## config.mk

```make
export PLATFORM = sky130hd
export DESIGN_NAME = mac3_sequencer
export DESIGN_NICKNAME = d
export VERILOG_FILES = /design/src/rtl/mac3_pkg.sv /design/src/rtl/mul_unit.sv /design/src/rtl/mac3_sequencer.sv
export SDC_FILE = /design/constraint.sdc
export NUM_CORES = 1
export LEC_CHECK = 0
export BUFFER_PORTS_ARGS = -buffer_cell sky130_fd_sc_hd__buf_2
export CORE_MARGIN = 10
export CORE_UTILIZATION = 30
export DETAILED_ROUTE_END_ITERATION = 12
export SLEW_MARGIN = 10
export SYNTH_ARGS = -nofsm -noshare
export SYNTH_HDL_FRONTEND = slang
export SYNTH_SLANG_ARGS = --single-unit
```

## constraint.sdc

```tcl
create_clock -name sys_clk -period 5.17 [get_ports sys_clk]
set_clock_uncertainty 0.1 [all_clocks]
set_input_delay 0.7755 -clock sys_clk [delete_from_list [all_inputs] [get_ports sys_clk]]
set_output_delay 0.7755 -clock sys_clk [all_outputs]
set_load 0.01 [all_outputs]
```

## src/rtl/mac3_pkg.sv

```systemverilog
// Shared FSM encoding and width helpers for the sequential sum-of-three-products engine.
// No logic of its own: no latency and no flow control.
package mac3_pkg;

    typedef enum logic [2:0] {
        IDLE = 3'd0,
        P0   = 3'd1,
        P1   = 3'd2,
        P2   = 3'd3,
        W    = 3'd4,
        FIN  = 3'd5
    } state_t;

    // Room for three full-scale products without overflow.
    function automatic int acc_width(input int width);
        return 2 * width + 2;
    endfunction

endpackage

```

## src/rtl/mul_unit.sv

```systemverilog
// Unsigned WIDTH x WIDTH multiplier with an optional output register stage.
// Latency: 0 cycles (MUL_PIPE=0) or 1 cycle (MUL_PIPE=1); no backpressure, valid follows the data.
module mul_unit #(
    parameter int WIDTH    = 8,
    parameter int MUL_PIPE = 0
) (
    input  logic               sys_clk,
    input  logic               sys_rst_n,
    input  logic               i_vld,
    input  logic [WIDTH-1:0]   i_a,
    input  logic [WIDTH-1:0]   i_b,
    output logic               o_vld,
    output logic [2*WIDTH-1:0] o_prod
);

    logic [2*WIDTH-1:0] w_prod;
    logic [2*WIDTH-1:0] r_prod;
    logic               r_vld;

    assign w_prod = {{WIDTH{1'b0}}, i_a} * {{WIDTH{1'b0}}, i_b};

    always_ff @(posedge sys_clk or negedge sys_rst_n) begin
        if (!sys_rst_n) begin
            r_prod <= '0;
            r_vld  <= 1'b0;
        end else begin
            r_prod <= w_prod;
            r_vld  <= i_vld;
        end
    end

    assign o_prod = (MUL_PIPE != 0) ? r_prod : w_prod;
    assign o_vld  = (MUL_PIPE != 0) ? r_vld  : i_vld;

endmodule

```

## src/rtl/mac3_sequencer.sv

```systemverilog
// Computes A*B + C*D + E*F through one shared multiplier, one operand pair per cycle.
// Latency: done 4 (MUL_PIPE=0) or 5 (MUL_PIPE=1) cycles after the start edge; start is ignored unless IDLE.
module mac3_sequencer
    import mac3_pkg::*;
#(
    parameter int WIDTH    = 8,
    parameter int ACC_W    = acc_width(WIDTH),
    parameter int MUL_PIPE = 0
) (
    input  logic             sys_clk,
    input  logic             sys_rst_n,
    input  logic             start,
    input  logic [WIDTH-1:0] A,
    input  logic [WIDTH-1:0] B,
    input  logic [WIDTH-1:0] C,
    input  logic [WIDTH-1:0] D,
    input  logic [WIDTH-1:0] E,
    input  logic [WIDTH-1:0] F,
    output logic             busy,
    output logic             done,
    output logic [ACC_W-1:0] out
);

    state_t               r_state;
    logic [WIDTH-1:0]     r_a, r_b, r_c, r_d, r_e, r_f;
    logic [ACC_W-1:0]     r_acc;
    logic [ACC_W-1:0]     r_out;
    logic                 r_busy;
    logic                 r_done;

    logic [WIDTH-1:0]     w_mul_a;
    logic [WIDTH-1:0]     w_mul_b;
    logic                 w_mul_vld;
    logic [2*WIDTH-1:0]   w_prod;
    logic                 w_prod_vld;

    // Operand pair steered to the shared multiplier by the current phase.
    always_comb begin
        w_mul_a   = '0;
        w_mul_b   = '0;
        w_mul_vld = 1'b0;
        case (r_state)
            P0: begin w_mul_a = r_a; w_mul_b = r_b; w_mul_vld = 1'b1; end
            P1: begin w_mul_a = r_c; w_mul_b = r_d; w_mul_vld = 1'b1; end
            P2: begin w_mul_a = r_e; w_mul_b = r_f; w_mul_vld = 1'b1; end
            default: ;
        endcase
    end

    mul_unit #(
        .WIDTH    (WIDTH),
        .MUL_PIPE (MUL_PIPE)
    ) u_mul (
        .sys_clk   (sys_clk),
        .sys_rst_n (sys_rst_n),
        .i_vld     (w_mul_vld),
        .i_a       (w_mul_a),
        .i_b       (w_mul_b),
        .o_vld     (w_prod_vld),
        .o_prod    (w_prod)
    );

    always_ff @(posedge sys_clk or negedge sys_rst_n) begin
        if (!sys_rst_n) begin
            r_state <= IDLE;
            r_a     <= '0;
            r_b     <= '0;
            r_c     <= '0;
            r_d     <= '0;
            r_e     <= '0;
            r_f     <= '0;
            r_acc   <= '0;
            r_out   <= '0;
            r_busy  <= 1'b0;
            r_done  <= 1'b0;
        end else begin
            r_done <= 1'b0;
            if (w_prod_vld) begin
                r_acc <= r_acc + {{(ACC_W-2*WIDTH){1'b0}}, w_prod};
            end
            case (r_state)
                IDLE: begin
                    if (start) begin
                        r_a     <= A;
                        r_b     <= B;
                        r_c     <= C;
                        r_d     <= D;
                        r_e     <= E;
                        r_f     <= F;
                        r_acc   <= '0;
                        r_busy  <= 1'b1;
                        r_state <= P0;
                    end
                end
                P0: r_state <= P1;
                P1: r_state <= P2;
                // With a piped multiplier the last product lands one cycle later.
                P2: r_state <= (MUL_PIPE != 0) ? W : FIN;
                W:  r_state <= FIN;
                FIN: begin
                    r_out   <= r_acc;
                    r_done  <= 1'b1;
                    r_busy  <= 1'b0;
                    r_state <= IDLE;
                end
                default: begin
                    r_busy  <= 1'b0;
                    r_state <= IDLE;
                end
            endcase
        end
    end

    assign busy = r_busy;
    assign done = r_done;
    assign out  = r_out;

endmodule

```

==> impl_results.md <==
* Number of synthesized flops with an enable pin at 0
* Chip width at approximately 170 um
* Mean Syn Cell Area at around 10 um2
* Count of different cell masters after synthesis at 44
* CTS tree: built
* Synthesized area at ~6400 um2
* Non-Filler Instances at 1042
* Max Cap Viol at 0
* Starting Density at 0.305
* Worst Setup Path Type: register to register
* Rows at between 50 and 60
* Layout cells sized above 1 at 0.450
* YS warnings at 0
* Clock buffer depth at 2
* CTS Hold Bufs at 0
* CTS Buf Count at 9
* Seq/Total Area, Yosys at 0.347
* Routability cong. at 0.866
* Max H-tree Level at 3
* Slew HR at 0.320
* Antenna violations before repair at 1
* Gate Count Post-Synth at between 600 and 700
* Largest net degree at the start of global routing at 47
* Area contributors post-synth: dfrtp_1, fa_1, mux2_2
* Die area at 27600 um2
* Synth cell count leaders: inv_1, dfrtp_1, mux2_2, fa_1
* Max-slew violations at 0
* FF+latch count, synth at 89
* Fin crit period at between 5 and 6 ns
* DP Wirelength at 12200 um
* Worst Hold Class: primary input to async pin
* Post-placement cell count at ~1000
* Fin. Hold Viols at 0
* Routed WL at about 16000 um
* Primary FF master, synth: dfrtp_1
* RSZ-0062 raised after global routing: true
* Iter 0 DRT Violations at 173
* Most frequent cell after synthesis: inv_1
* Post-route antenna net violation count at 0
* Max Clk Rate at 0.198 GHz
* Final Core Density at 0.400
* Global-route wire length before repair at 26300 um
* GRT Total Usage at 0.117
* Residual DRC at 0
* Core Region at 21000 um2
* Synthesis-to-finish area growth at 31.2%
* DR vias/cell at 4.57
* Clock-pin slew on the worst setup and hold paths at 0.06 ns
* Final worst path period share at 0.978
* Fin nets at 902
* Crit path DAT at about 5.2 ns
* Worst EP required at 5.28 ns
* Status: finished, final reports clean
* Total number of vias at 4759
* Routed wire per std cell at 15.2 um
* Worst setup EP type: register
* GRT overflow at 0
* Syn_nets at ~760
* Max Fanout on Critical Path at 6
* # IOs at 71
* Post-synth top area cell: dfrtp_1
* Clk Latency, worst-skew pair at 0.35 ns
* TritonRoute pass-1 iters at 4
* Root Driver: clkbuf_16
* Post-synth ARST share at 1.00
* # clock sinks at 89
* Worst-margin pin slew at 1.02 ns
* PortBufs at 70
* Synth top area share at 0.347
* Endpoints failing setup at 0
* Die H at 166 um
* CP Launch Type: register
* Vias in the first global route at approximately 5100
[routing by layer]
metal,vias up,part of all wire,wire (um),global-route usage
met1,2378,0.45,7170,0.145
li1,2317,-,-,-
met2,55,0.50,7950,0.197
met3,9,0.037,582,0.0293
met4,0,0.0095,150,0.0309
met5,-,0,0,0
[path summary, 6_finish.rpt]
check,endpoint,from,slack [ns],depth (start not counted)
min,out[16]$_DFFE_PN0P_,sys_rst_n,0.33,1
max,r_acc[15]$_DFF_PN0_,r_state[1]$_DFFE_PN0P_,0.11,22
min in group sys_clk,out[4]$_DFFE_PN0P_,out[4]$_DFFE_PN0P_,0.37,2
max in group asynchronous,r_state[1]$_DFFE_PN0P_,sys_rst_n,3.56,2
min reg2reg,out[4]$_DFFE_PN0P_,out[4]$_DFFE_PN0P_,0.37,2
max reg2reg,r_acc[15]$_DFF_PN0_,r_state[1]$_DFFE_PN0P_,0.11,22
[layout make-up]
| type | count | area (um2) |
|---|---|---|
| fillers | 2064 | 12600 |
| inverters | 99 | 372 |
| repair buffers | 153 | 1030 |
| flip-flops and latches | 89 | 2230 |
| clock buffers | 10 | 239 |
| diodes | 1 | 2.50 |
| well taps | 275 | 344 |
| multi-input cells | 409 | 4150 |
| clock inverters | 6 | 48.8 |
[timing repair]
action                     CTS  global route
pin swaps                   29            55
buffers inserted            10             5
setup endpoints to repair   10             9
resized for setup           45            71
cloned                       1             0
[stage by stage]
stage / TNS (ns) / hold WS, ns / setup WS (ns) / area, um2
2_1_floorplan: 0 / 0.333 / 0.0175 / 6420
3_3_place_gp: -2.60 / 0.357 / -0.396 / 7530
3_5_place_dp: -2.45 / 0.366 / -0.428 / 7530
4_1_cts: -0.0306 / 0.341 / -0.0287 / 8120
5_1_grt: -0.542 / 0.374 / -0.166 / 8410
6_report: 0 / 0.327 / 0.114 / 8410
[state kept, by name, summed over array words and instances (netlist names), 3 cells and up]
register and count:
r_c 8, r_e 8, r_acc 18, r_f 8, r_state 3, r_a 8
r_b 8, out 18, r_d 8
[placed cells by master, fill, tap and decap left out, types with 4 or more instances in the layout]
cell       netlist  final
nand2_1         46     43
dfrtp_1         89     87
a21oi_1         15     12
or2_2           10      7
or2_4            0      5
or3_1           24     16
fa_1            50     43
inv_1           99     89
ha_1            40     31
inv_2            0     10
nor2_1          46     36
buf_2           10     69
o21ai_2          2      4
nor2_2           1      9
o21ai_1          3      6
ha_4             0      9
buf_4            2     77
a22oi_2          0     14
clkbuf_16        0      9
or3_4            0      8
mux2_2          72     70
o21ai_0         24     17
a21o_1           4      4
nor3_1          14      9
fa_2             0      7
xor2_1           5      5
[kinds of logic (layout without fill, tap and decap cells)]
logic type / Yosys count / in the layout / share of synthesized area
multiplexers: 74 / 74 / 0.130
other: 0 / 1 / 0
AO/OA/AOI/OAI: 81 / 81 / 0.0815
AND/OR/NAND/NOR: 155 / 155 / 0.116
adder cells (fa/ha/maj): 90 / 90 / 0.234
XOR/XNOR: 9 / 9 / 0.0123
flip-flops: 89 / 89 / 0.347
buffers and inverters: 125 / 268 / 0.0790
[worst max-delay path, stage by stage, from the launching register on]
cell and delay (ns):
dfrtp_2 0.48, buf_12 0.16, mux2_2 0.22, a22oi_2 0.07, buf_4 0.15, or3_4 0.36
fa_1 0.51, inv_1 0.04, ha_1 0.27, ha_1 0.28, inv_1 0.04, fa_1 0.49
inv_2 0.05, ha_4 0.17, fa_2 0.39, a211oi_4 0.28, o21bai_1 0.10, a21oi_1 0.13
buf_4 0.16, nor3_4 0.05, nor3_2 0.17, xor2_1 0.17, o21ai_1 0.07
Power is left out: the tool's default activity adds up to more than one toggle a clock period on the data nets, which glitch-free logic cannot reach.
